--- config.mk ---
export PLATFORM = sky130hd
export DESIGN_NAME = regbank16_flat
export DESIGN_NICKNAME = d
export VERILOG_FILES = /design/src/rtl/regbank16_pkg.sv /design/src/rtl/regbank16_if.sv /design/src/rtl/regbank16.sv /design/src/flat_wrapper.sv
export SDC_FILE = /design/constraint.sdc
export NUM_CORES = 1
export LEC_CHECK = 0
export ABC_AREA = 1
export BUFFER_PORTS_ARGS = -buffer_cell sky130_fd_sc_hd__buf_4
export CORE_UTILIZATION = 24
export CTS_CLUSTER_DIAMETER = 60
export CTS_CLUSTER_SIZE = 14
export DETAILED_ROUTE_END_ITERATION = 7
export PLACE_DENSITY = 0.55
export SLEW_MARGIN = 20
export SYNTH_ARGS = -nofsm -noshare
export SYNTH_HDL_FRONTEND = slang
export SYNTH_SLANG_ARGS = --single-unit
export TNS_END_PERCENT = 30
--- constraint.sdc ---
create_clock -name clk -period 1.47 [get_ports clk]
set_input_delay 0.294 -clock clk [delete_from_list [all_inputs] [get_ports clk]]
set_output_delay 0.294 -clock clk [all_outputs]
set_load 0.02 [all_outputs]
--- src/rtl/regbank16_pkg.sv ---
// ----------------------------------------------------------------------------
// regbank16_pkg
//   Shared constants for the regbank16 operand register bank: entry count,
//   default word/address MSB indices and the FSM state encoding.
// ----------------------------------------------------------------------------
package regbank16_pkg;

    // Number of entries; equals the input count of the mux16 operand selector.
    localparam int REG_COUNT = 16;

    // Default MSB indices: 20-bit words, 4-bit addresses.
    localparam int DEFAULT_N = 19;
    localparam int DEFAULT_J = 3;

    // FSM state encoding, kept as plain constants so legacy code can share it.
    localparam logic [0:0] IDLE  = 1'b0;
    localparam logic [0:0] CLEAR = 1'b1;

endpackage

--- src/rtl/regbank16_if.sv ---
// ----------------------------------------------------------------------------
// regbank16_if
//   Write/clear port of the regbank16 register bank.
//
//   wr_valid  master->slave  write request
//   wr_ready  slave->master  bank accepts a write this cycle (combinational)
//   wr_addr   master->slave  target entry, J+1 bits
//   wr_data   master->slave  word to store, N+1 bits
//   wr_ack    slave->master  one-cycle pulse after an accepted write
//   clr_req   master->slave  request a full-bank clear sweep
//   busy      slave->master  clear sweep in progress
//   clr_done  slave->master  one-cycle pulse after the last entry is cleared
// ----------------------------------------------------------------------------
interface regbank16_if
    import regbank16_pkg::*;
#(
    parameter int N = DEFAULT_N,
    parameter int J = DEFAULT_J
) ();

    logic       wr_valid;
    logic       wr_ready;
    logic [J:0] wr_addr;
    logic [N:0] wr_data;
    logic       wr_ack;
    logic       clr_req;
    logic       busy;
    logic       clr_done;

    modport master (
        output wr_valid,
        output wr_addr,
        output wr_data,
        output clr_req,
        input  wr_ready,
        input  wr_ack,
        input  busy,
        input  clr_done
    );

    modport slave (
        input  wr_valid,
        input  wr_addr,
        input  wr_data,
        input  clr_req,
        output wr_ready,
        output wr_ack,
        output busy,
        output clr_done
    );

endinterface

--- src/rtl/regbank16.sv ---
// ----------------------------------------------------------------------------
// regbank16
//   Sixteen-entry operand register bank. Every entry is exposed in parallel on
//   r0..r15 in the same order and width as the mux16 selector inputs, so the
//   two blocks can be instantiated side by side. Writes arrive on a single
//   valid/ready port; a clear sequencer zeroes one entry per cycle.
//
//   clk       sole clock, rising edge
//   rst       synchronous, active-high reset
//   bus       regbank16_if.slave: write port, clear request, status pulses
//   r0..r15   registered contents of entries 0..15
// ----------------------------------------------------------------------------
module regbank16
    import regbank16_pkg::*;
#(
    parameter int N = DEFAULT_N,
    parameter int J = DEFAULT_J
) (
    input  logic        clk,
    input  logic        rst,
    regbank16_if.slave  bus,
    output logic [N:0]  r0,
    output logic [N:0]  r1,
    output logic [N:0]  r2,
    output logic [N:0]  r3,
    output logic [N:0]  r4,
    output logic [N:0]  r5,
    output logic [N:0]  r6,
    output logic [N:0]  r7,
    output logic [N:0]  r8,
    output logic [N:0]  r9,
    output logic [N:0]  r10,
    output logic [N:0]  r11,
    output logic [N:0]  r12,
    output logic [N:0]  r13,
    output logic [N:0]  r14,
    output logic [N:0]  r15
);

    // The address spans exactly REG_COUNT entries, so all-ones is the last one.
    localparam logic [J:0] PTR_LAST = '1;
    localparam logic [J:0] PTR_ONE  = {{J{1'b0}}, 1'b1};

    logic [0:0] state_q,    state_d;
    logic [J:0] ptr_q,      ptr_d;
    logic [N:0] mem_q [REG_COUNT];
    logic [N:0] mem_d [REG_COUNT];
    logic       wr_ack_q,   wr_ack_d;
    logic       busy_q,     busy_d;
    logic       clr_done_q, clr_done_d;

    logic       wr_fire;

    // Ready is the only combinational output: it must drop in the same cycle
    // rst is raised and stay low for the whole sweep.
    assign bus.wr_ready = (state_q == IDLE) && !rst;
    assign wr_fire      = bus.wr_valid && bus.wr_ready;

    always_comb begin
        // NOTE: every *_d takes its hold value first, so no branch can leave a
        // signal unassigned and infer a latch.
        state_d    = state_q;
        ptr_d      = ptr_q;
        mem_d      = mem_q;
        wr_ack_d   = wr_fire;
        clr_done_d = 1'b0;

        case (state_q)
            IDLE: begin
                // A write and a clear request at the same edge are both
                // honoured; the sweep later zeroes the freshly written entry.
                if (wr_fire) begin
                    mem_d[bus.wr_addr] = bus.wr_data;
                end
                if (bus.clr_req) begin
                    state_d = CLEAR;
                    ptr_d   = '0;
                end
            end

            CLEAR: begin
                // clr_req is not looked at here: a sweep cannot be extended
                // or restarted once it is running.
                mem_d[ptr_q] = '0;
                if (ptr_q == PTR_LAST) begin
                    state_d    = IDLE;
                    ptr_d      = '0;
                    clr_done_d = 1'b1;
                end else begin
                    ptr_d = ptr_q + PTR_ONE;
                end
            end

            default: begin
                state_d = IDLE;
                ptr_d   = '0;
            end
        endcase

        // Registered copy of the next state so busy is glitch-free.
        busy_d = (state_d == CLEAR);
    end

    // Pointer, FSM and storage array share one sequential block.
    always_ff @(posedge clk) begin
        if (rst) begin
            state_q    <= IDLE;
            ptr_q      <= '0;
            wr_ack_q   <= 1'b0;
            busy_q     <= 1'b0;
            clr_done_q <= 1'b0;
            // NOTE: the storage array is reset too, because downstream logic
            // relies on every operand reading 0 after reset, not X.
            for (int i = 0; i < REG_COUNT; i++) begin
                mem_q[i] <= '0;
            end
        end else begin
            // NOTE: non-blocking assignments so every flop samples the values
            // computed before this edge, independent of statement order.
            state_q    <= state_d;
            ptr_q      <= ptr_d;
            wr_ack_q   <= wr_ack_d;
            busy_q     <= busy_d;
            clr_done_q <= clr_done_d;
            mem_q      <= mem_d;
        end
    end

    assign bus.wr_ack   = wr_ack_q;
    assign bus.busy     = busy_q;
    assign bus.clr_done = clr_done_q;

    // Port order matches the mux16 inputs r0..r15.
    assign r0  = mem_q[0];
    assign r1  = mem_q[1];
    assign r2  = mem_q[2];
    assign r3  = mem_q[3];
    assign r4  = mem_q[4];
    assign r5  = mem_q[5];
    assign r6  = mem_q[6];
    assign r7  = mem_q[7];
    assign r8  = mem_q[8];
    assign r9  = mem_q[9];
    assign r10 = mem_q[10];
    assign r11 = mem_q[11];
    assign r12 = mem_q[12];
    assign r13 = mem_q[13];
    assign r14 = mem_q[14];
    assign r15 = mem_q[15];

endmodule

--- src/flat_wrapper.sv ---
// flat-port wrapper written by rule: the top's interface ports become plain ports
module regbank16_flat import regbank16_pkg::*;
#(
    parameter int N = DEFAULT_N,
    parameter int J = DEFAULT_J
)
  (clk, rst, r0, r1, r2, r3, r4, r5, r6, r7, r8, r9, r10, r11, r12, r13, r14, r15, bus_wr_valid, bus_wr_addr, bus_wr_data, bus_clr_req, bus_wr_ready, bus_wr_ack, bus_busy, bus_clr_done);
  regbank16_if #(.N(N), .J(J)) bus_i ();
  input  logic clk;
  input  logic rst;
  output logic [N:0] r0;
  output logic [N:0] r1;
  output logic [N:0] r2;
  output logic [N:0] r3;
  output logic [N:0] r4;
  output logic [N:0] r5;
  output logic [N:0] r6;
  output logic [N:0] r7;
  output logic [N:0] r8;
  output logic [N:0] r9;
  output logic [N:0] r10;
  output logic [N:0] r11;
  output logic [N:0] r12;
  output logic [N:0] r13;
  output logic [N:0] r14;
  output logic [N:0] r15;
  input wire logic [$bits(bus_i.wr_valid)-1:0] bus_wr_valid;
  input wire logic [$bits(bus_i.wr_addr)-1:0] bus_wr_addr;
  input wire logic [$bits(bus_i.wr_data)-1:0] bus_wr_data;
  input wire logic [$bits(bus_i.clr_req)-1:0] bus_clr_req;
  output wire logic [$bits(bus_i.wr_ready)-1:0] bus_wr_ready;
  output wire logic [$bits(bus_i.wr_ack)-1:0] bus_wr_ack;
  output wire logic [$bits(bus_i.busy)-1:0] bus_busy;
  output wire logic [$bits(bus_i.clr_done)-1:0] bus_clr_done;
  assign bus_i.wr_valid = bus_wr_valid;
  assign bus_i.wr_addr = bus_wr_addr;
  assign bus_i.wr_data = bus_wr_data;
  assign bus_i.clr_req = bus_clr_req;
  assign bus_wr_ready = bus_i.wr_ready;
  assign bus_wr_ack = bus_i.wr_ack;
  assign bus_busy = bus_i.busy;
  assign bus_clr_done = bus_i.clr_done;
  regbank16 #(.N(N), .J(J)) u_core (.clk(clk), .rst(rst), .bus(bus_i), .r0(r0), .r1(r1), .r2(r2), .r3(r3), .r4(r4), .r5(r5), .r6(r6), .r7(r7), .r8(r8), .r9(r9), .r10(r10), .r11(r11), .r12(r12), .r13(r13), .r14(r14), .r15(r15));
endmodule
# Word-level counts from Yosys, hierarchy flattened

Cells that the tools add are included.

Bits in registers: 327
Bits of input ports: 28
Output and inout bits: 324

Add/sub/neg operators: 1
Order comparisons: 4
Equality and inequality tests: 3
Mux-type cells: 14
Bitwise gates (word level): 5
Reductions and logical operators: 6

Operator list:

| kind                                                       | count |
|---|---|
| one-hot mux 320 bit (2 select lines)                       | 1 |
| AND 320 bit                                                | 1 |
| bitwise mux 320 bit                                        | 1 |
| 2-to-1 mux 320 bit                                         | 1 |
| inverter 320 bit                                           | 1 |
| demux 20 bit (select 4 bit)                                | 2 |
| 2-to-1 mux 20 bit                                          | 2 |
| greater-or-equal comparator 5 bit, second input constant   | 2 |
| less-than comparator 5 x 1 -> 1 bit, second input constant | 2 |
| inverter 4 -> 5 bit                                        | 2 |
| 2-to-1 mux 4 bit                                           | 2 |
| one-hot mux 4 bit (2 select lines)                         | 1 |
| adder 4 x 1 -> 4 bit, second input constant                | 1 |
| equality test 4 bit, second input constant                 | 1 |
| logical AND 1 bit                                          | 4 |
| 2-to-1 mux 1 bit                                           | 3 |
| != test 2 x 1 -> 1 bit, second input constant              | 1 |
| != test 2 bit, second input constant                       | 1 |
| one-hot mux 1 bit (2 select lines)                         | 1 |
| OR reduction 2 bit                                         | 1 |
| zero test 1 bit                                            | 1 |
| inverter 1 bit                                             | 1 |

# Logic depth before layout (Yosys ltp)

Word-level depth: 8
Depth in mapped cells: 9

# Worst setup path after synthesis

OpenSTA, ideal clock, no wires.

Path kind: register -> register
Start: register u_core.ptr_q[0]
End: register u_core.mem_q, in the netlist u_core.r8[19]
Setup time: 0.070 ns
Arrival: 1.335 ns
Required time: 1.400 ns
Setup slack: 0.064 ns
Cell stages (with the launch flop): 9
Path through: dfxtp_1 inv_1 ha_1 nand2_1 inv_1 nand2_1 buf_1 nand3_1 a21oi_1

Longest elaborated chain between the ends: 8
Elaborated cells between the ends (all ways): 9
Classes of those cells: 2 x order compare; 3 x mux; 3 x bitwise; 1 x reduce/logical

Ends and longest elaborated chain:

| element                                                                                                               | line             | source |
|---|---|---|
| from (decl)                                                                                                           | regbank16.sv:45  | `logic [J:0] ptr_q, ptr_d;` |
| from (signal assigned)                                                                                                | regbank16.sv:121 | `ptr_q <= ptr_d;` |
| inverter 4 -> 5 bit (implied by the code) (*)                                                                         | regbank16.sv:84  | `mem_d[ptr_q] = '0;` |
| greater-or-equal comparator 5 bit (implied by the code) / less-than comparator 5 x 1 -> 1 bit (equally long branches) | regbank16.sv:84  |  |
| logical AND 1 bit (implied by the code)                                                                               | regbank16.sv:84  |  |
| 2-to-1 mux 20 bit (implied by the code)                                                                               | regbank16.sv:84  |  |
| demux 20 bit (select 4 bit) (*)                                                                                       | regbank16.sv:84  |  |
| inverter 320 bit (no line) (*)                                                                                        | n/a              |  |
| AND 320 bit (no line) (*)                                                                                             | n/a              |  |
| one-hot mux 320 bit (2 select lines) (*)                                                                              | regbank16.sv:68  | `case (state_q)` |
| to (signal assigned)                                                                                                  | regbank16.sv:125 | `mem_q <= mem_d;` |
| to (decl)                                                                                                             | regbank16.sv:46  | `logic [N:0] mem_q [REG_COUNT];` |

Mark *: on every way between the ends. The rest lies on a longest branch, timed or not.
A chain may end at the register's enable or synchronous reset.

# Final worst setup path

Start: register u_core.state_q
End: output bus_wr_ready

Longest elaborated chain between the ends: 2

Ends and longest elaborated chain:

| element                  | line               | source |
|---|---|---|
| from (decl)              | regbank16.sv:44    | `logic [0:0] state_q, state_d;` |
| from (signal assigned)   | regbank16.sv:120   | `state_q <= state_d;` |
| inverter 1 bit (no line) | n/a                |  |
| logical AND 1 bit        | regbank16.sv:56    | `assign bus.wr_ready = (state_q == IDLE) && !rst;` |
| to (decl)                | flat_wrapper.sv:31 | `output wire logic [$bits(bus_i.wr_ready)-1:0] bus_wr_ready;` |

No other way between the ends.

==> qor.csv <==
metric,value,unit
status,"complete, but fails checks",
failing checks,negative setup slack,
Initial DRT Pass Iterations,5,
clk slew on worst S/H paths,0.06,ns
RSZ-0062 raised after global routing,true,
critical path peak fanout,2,
final max-slew violation count,0,
Max-Cap Viols,0,
Post-synth top flop,dfxtp_1,
WL final,54000,um
initial DRC count,954,
CP Cell Sequence,inv_4 -> nand2_4 -> buf_6 -> inv_2 -> buf_6,
largest stage delay on the critical path,0.33,ns
TritonCTS Buffers,36,
Synth Area in Compound Gates,0.130,
Finished Layout Cells,2608,
total of fill cells in the finished design,5305,
Clock Path Buffers,3,
area taken by multi-input logic gates,0.00531,sq mm
CP Launch Type,flop,
num ports,352,
number of flops mapped to enable cells by yosys,0,
synth cell count leaders,"nand2_1, dfxtp_1, a21oi_1, nand3_1, clkbuf_1",
mux cell area share after synthesis,0,
Port Buffers,351,
"Largest delay share family, worst path",flip-flops,
Initial Util,0.243,
Post-synth ARST share,0,
total area of sequential cells,0.00656,sq mm
gr usage total,0.193,
gp weighted congestion,0.808,
setup ws final,-0.0697,ns
Setup-failing EPs final,11,
Final period util,1.05,
"most used cell, CP",buf_6,
Synth area leader,dfxtp_1,
WHS,0.0409,ns
DP HPWL,35400,um
layout cells sized above 1,0.302,
Tmin final,1.54,ns
Synth Area in Simple Gates,0.267,
dominant combinational cell family by area after synthesis,simple AND/OR/NAND/NOR gates,
P per Cell Area,1080,mW/mm^2
worst skew pair latency,0.55,ns
hold violation count in the final report,0,
die width,230,um
post-route ant nets,0,
vias in the first global route,11597,
leading post-synthesis cells by cell area,"dfxtp_1, a21oi_1, nand3_1",
clk sinks,327,
post-synthesis xor/xnor area fraction,0.000700,
flop2flop setup slack,-0.02,ns
relative slew slack,0.638,
Area Overhead vs Synth,41.9,%
Root Buffer Master,clkbuf_16,
Ys Warns,0,
leakage power total,6.66,nW
worst vdd rail ir drop,0.676,mV
fin util,0.345,
routed len/inst,20.7,um
Worst setup EP type,primary output,
H-Tree Depth,2,
worst slew pin tran,0.543,ns
CTS tree,done,
buffers and inverters on the worst path,4,
most numerous cell in the Yosys netlist,nand2_1,
largest net degree at the start of global routing,97,
number of cell rows,83,
Post-Route Setup TNS,-0.234,ns
critical setup path kind,reg -> out,
area of the mapped netlist,0.0125,sq mm
Die H,230,um
Mapped Nets,1644,
worst path required time,1.18,ns
f_max,649,MHz
# DRC,0,
syn avg cell area,7.77,sq um
GRT Residual Overflow,0,
vias post-DR,12685,
Unique masters post-synth,24,
Worst Skew,0.0129,ns
global-route wire length before repair,77200,um
die area,0.0531,sq mm
number of synthesized register bits,327,
HP Class,in -> reg,
core area,0.0514,sq mm
Synth top area share,0.523,
Worst EP arrival,1.25,ns
CP max-delay cell,dfxtp_2,
share of the yosys chip area belonging to registers,0.523,
Vias/cell,4.86,
Synth Instances,1611,
DP Cell Count,2534,
adder-cell share of the synthesized area,0.00500,
NumNets Final,1935,
Antenna Cells,0,
initial antenna violation count,3,
==> cell usage in the layout (no fill, tap or decap), drive strengths merged, types with 2 or more instances in the layout <==
cell and count:
dfxtp 327, nor2 45, nand3 323, ha 5, a21oi 322, buf 427, nand2 385, nand4 2
clkinv 10, inv 26, clkbuf 50
==> path summary, 6_finish.rpt <==
kind / from / to / depth (start not counted)
worst max-delay path: u_core.state_q$_SDFF_PP0_ / bus_wr_ready / 5
worst min-delay path: rst / u_core.ptr_q[0]$_SDFFE_PP0P_ / 4
worst max register to register: u_core.state_q$_SDFF_PP0_ / u_core.r4[5]$_SDFFE_PP0P_ / 9
worst min register to register: u_core.r1[1]$_SDFFE_PP0P_ / u_core.r1[1]$_SDFFE_PP0P_ / 2
==> tightest hold or removal path, cell delays in order <==
cell     delay, ns
buf_8         0.07
inv_2         0.05
o21ai_0       0.08
a21oi_1       0.04
==> cell type report <==
type,instances,area share
inverters,21,0.00458
multi-input cells,1087,0.299
repair buffers,429,0.213
clock buffers,48,0.0567
flip-flops and latches,327,0.369
well taps,680,0.0479
clock inverters,16,0.00965
==> layer usage <==
metal	wire length, um	vias to the layer above	GRT usage
met5	39	-	0
met4	1480	6	0.0648
met3	4800	89	0.0518
met2	25400	512	0.314
met1	22400	6128	0.246
li1	-	5950	-
==> cells by family after synthesis <==
kind of cell	count (synthesis)
xor gates and xnor gates	1
adders and majority gates	5
buffers and inverters	197
DFF	327
AOI/OAI and AO/OA	325
and+or+nand+nor	756
==> power by group <==
part / switching (mW) / internal (mW)
clock network: 3.99 / 5.11
logic: 0.776 / 0.284
registers: 0.0375 / 8.91
==> metrics by stage <==
| stage | setup WS (ns) | area (sq um) | power (mW) |
|---|---|---|---|
| detailed placement | -0.122 | 16100 | 10.2 |
| global route | -0.140 | 17800 | 19.8 |
| floorplan | 0.0643 | 12500 | 9.67 |
| global placement | -0.0557 | 16100 | 10.2 |
| CTS | -0.108 | 17400 | 19.4 |
| finish | -0.0697 | 17800 | 19.1 |
==> timing repair <==
action | CTS | global route
pin swaps | 4 | 64
gates cloned | 2 | 2
setup endpoints to repair | 97 | 307
hold buffers | 0 | 0
resized for setup | 18 | 81
setup buffers | 5 | 1
(Power assumes the default switching activity.)
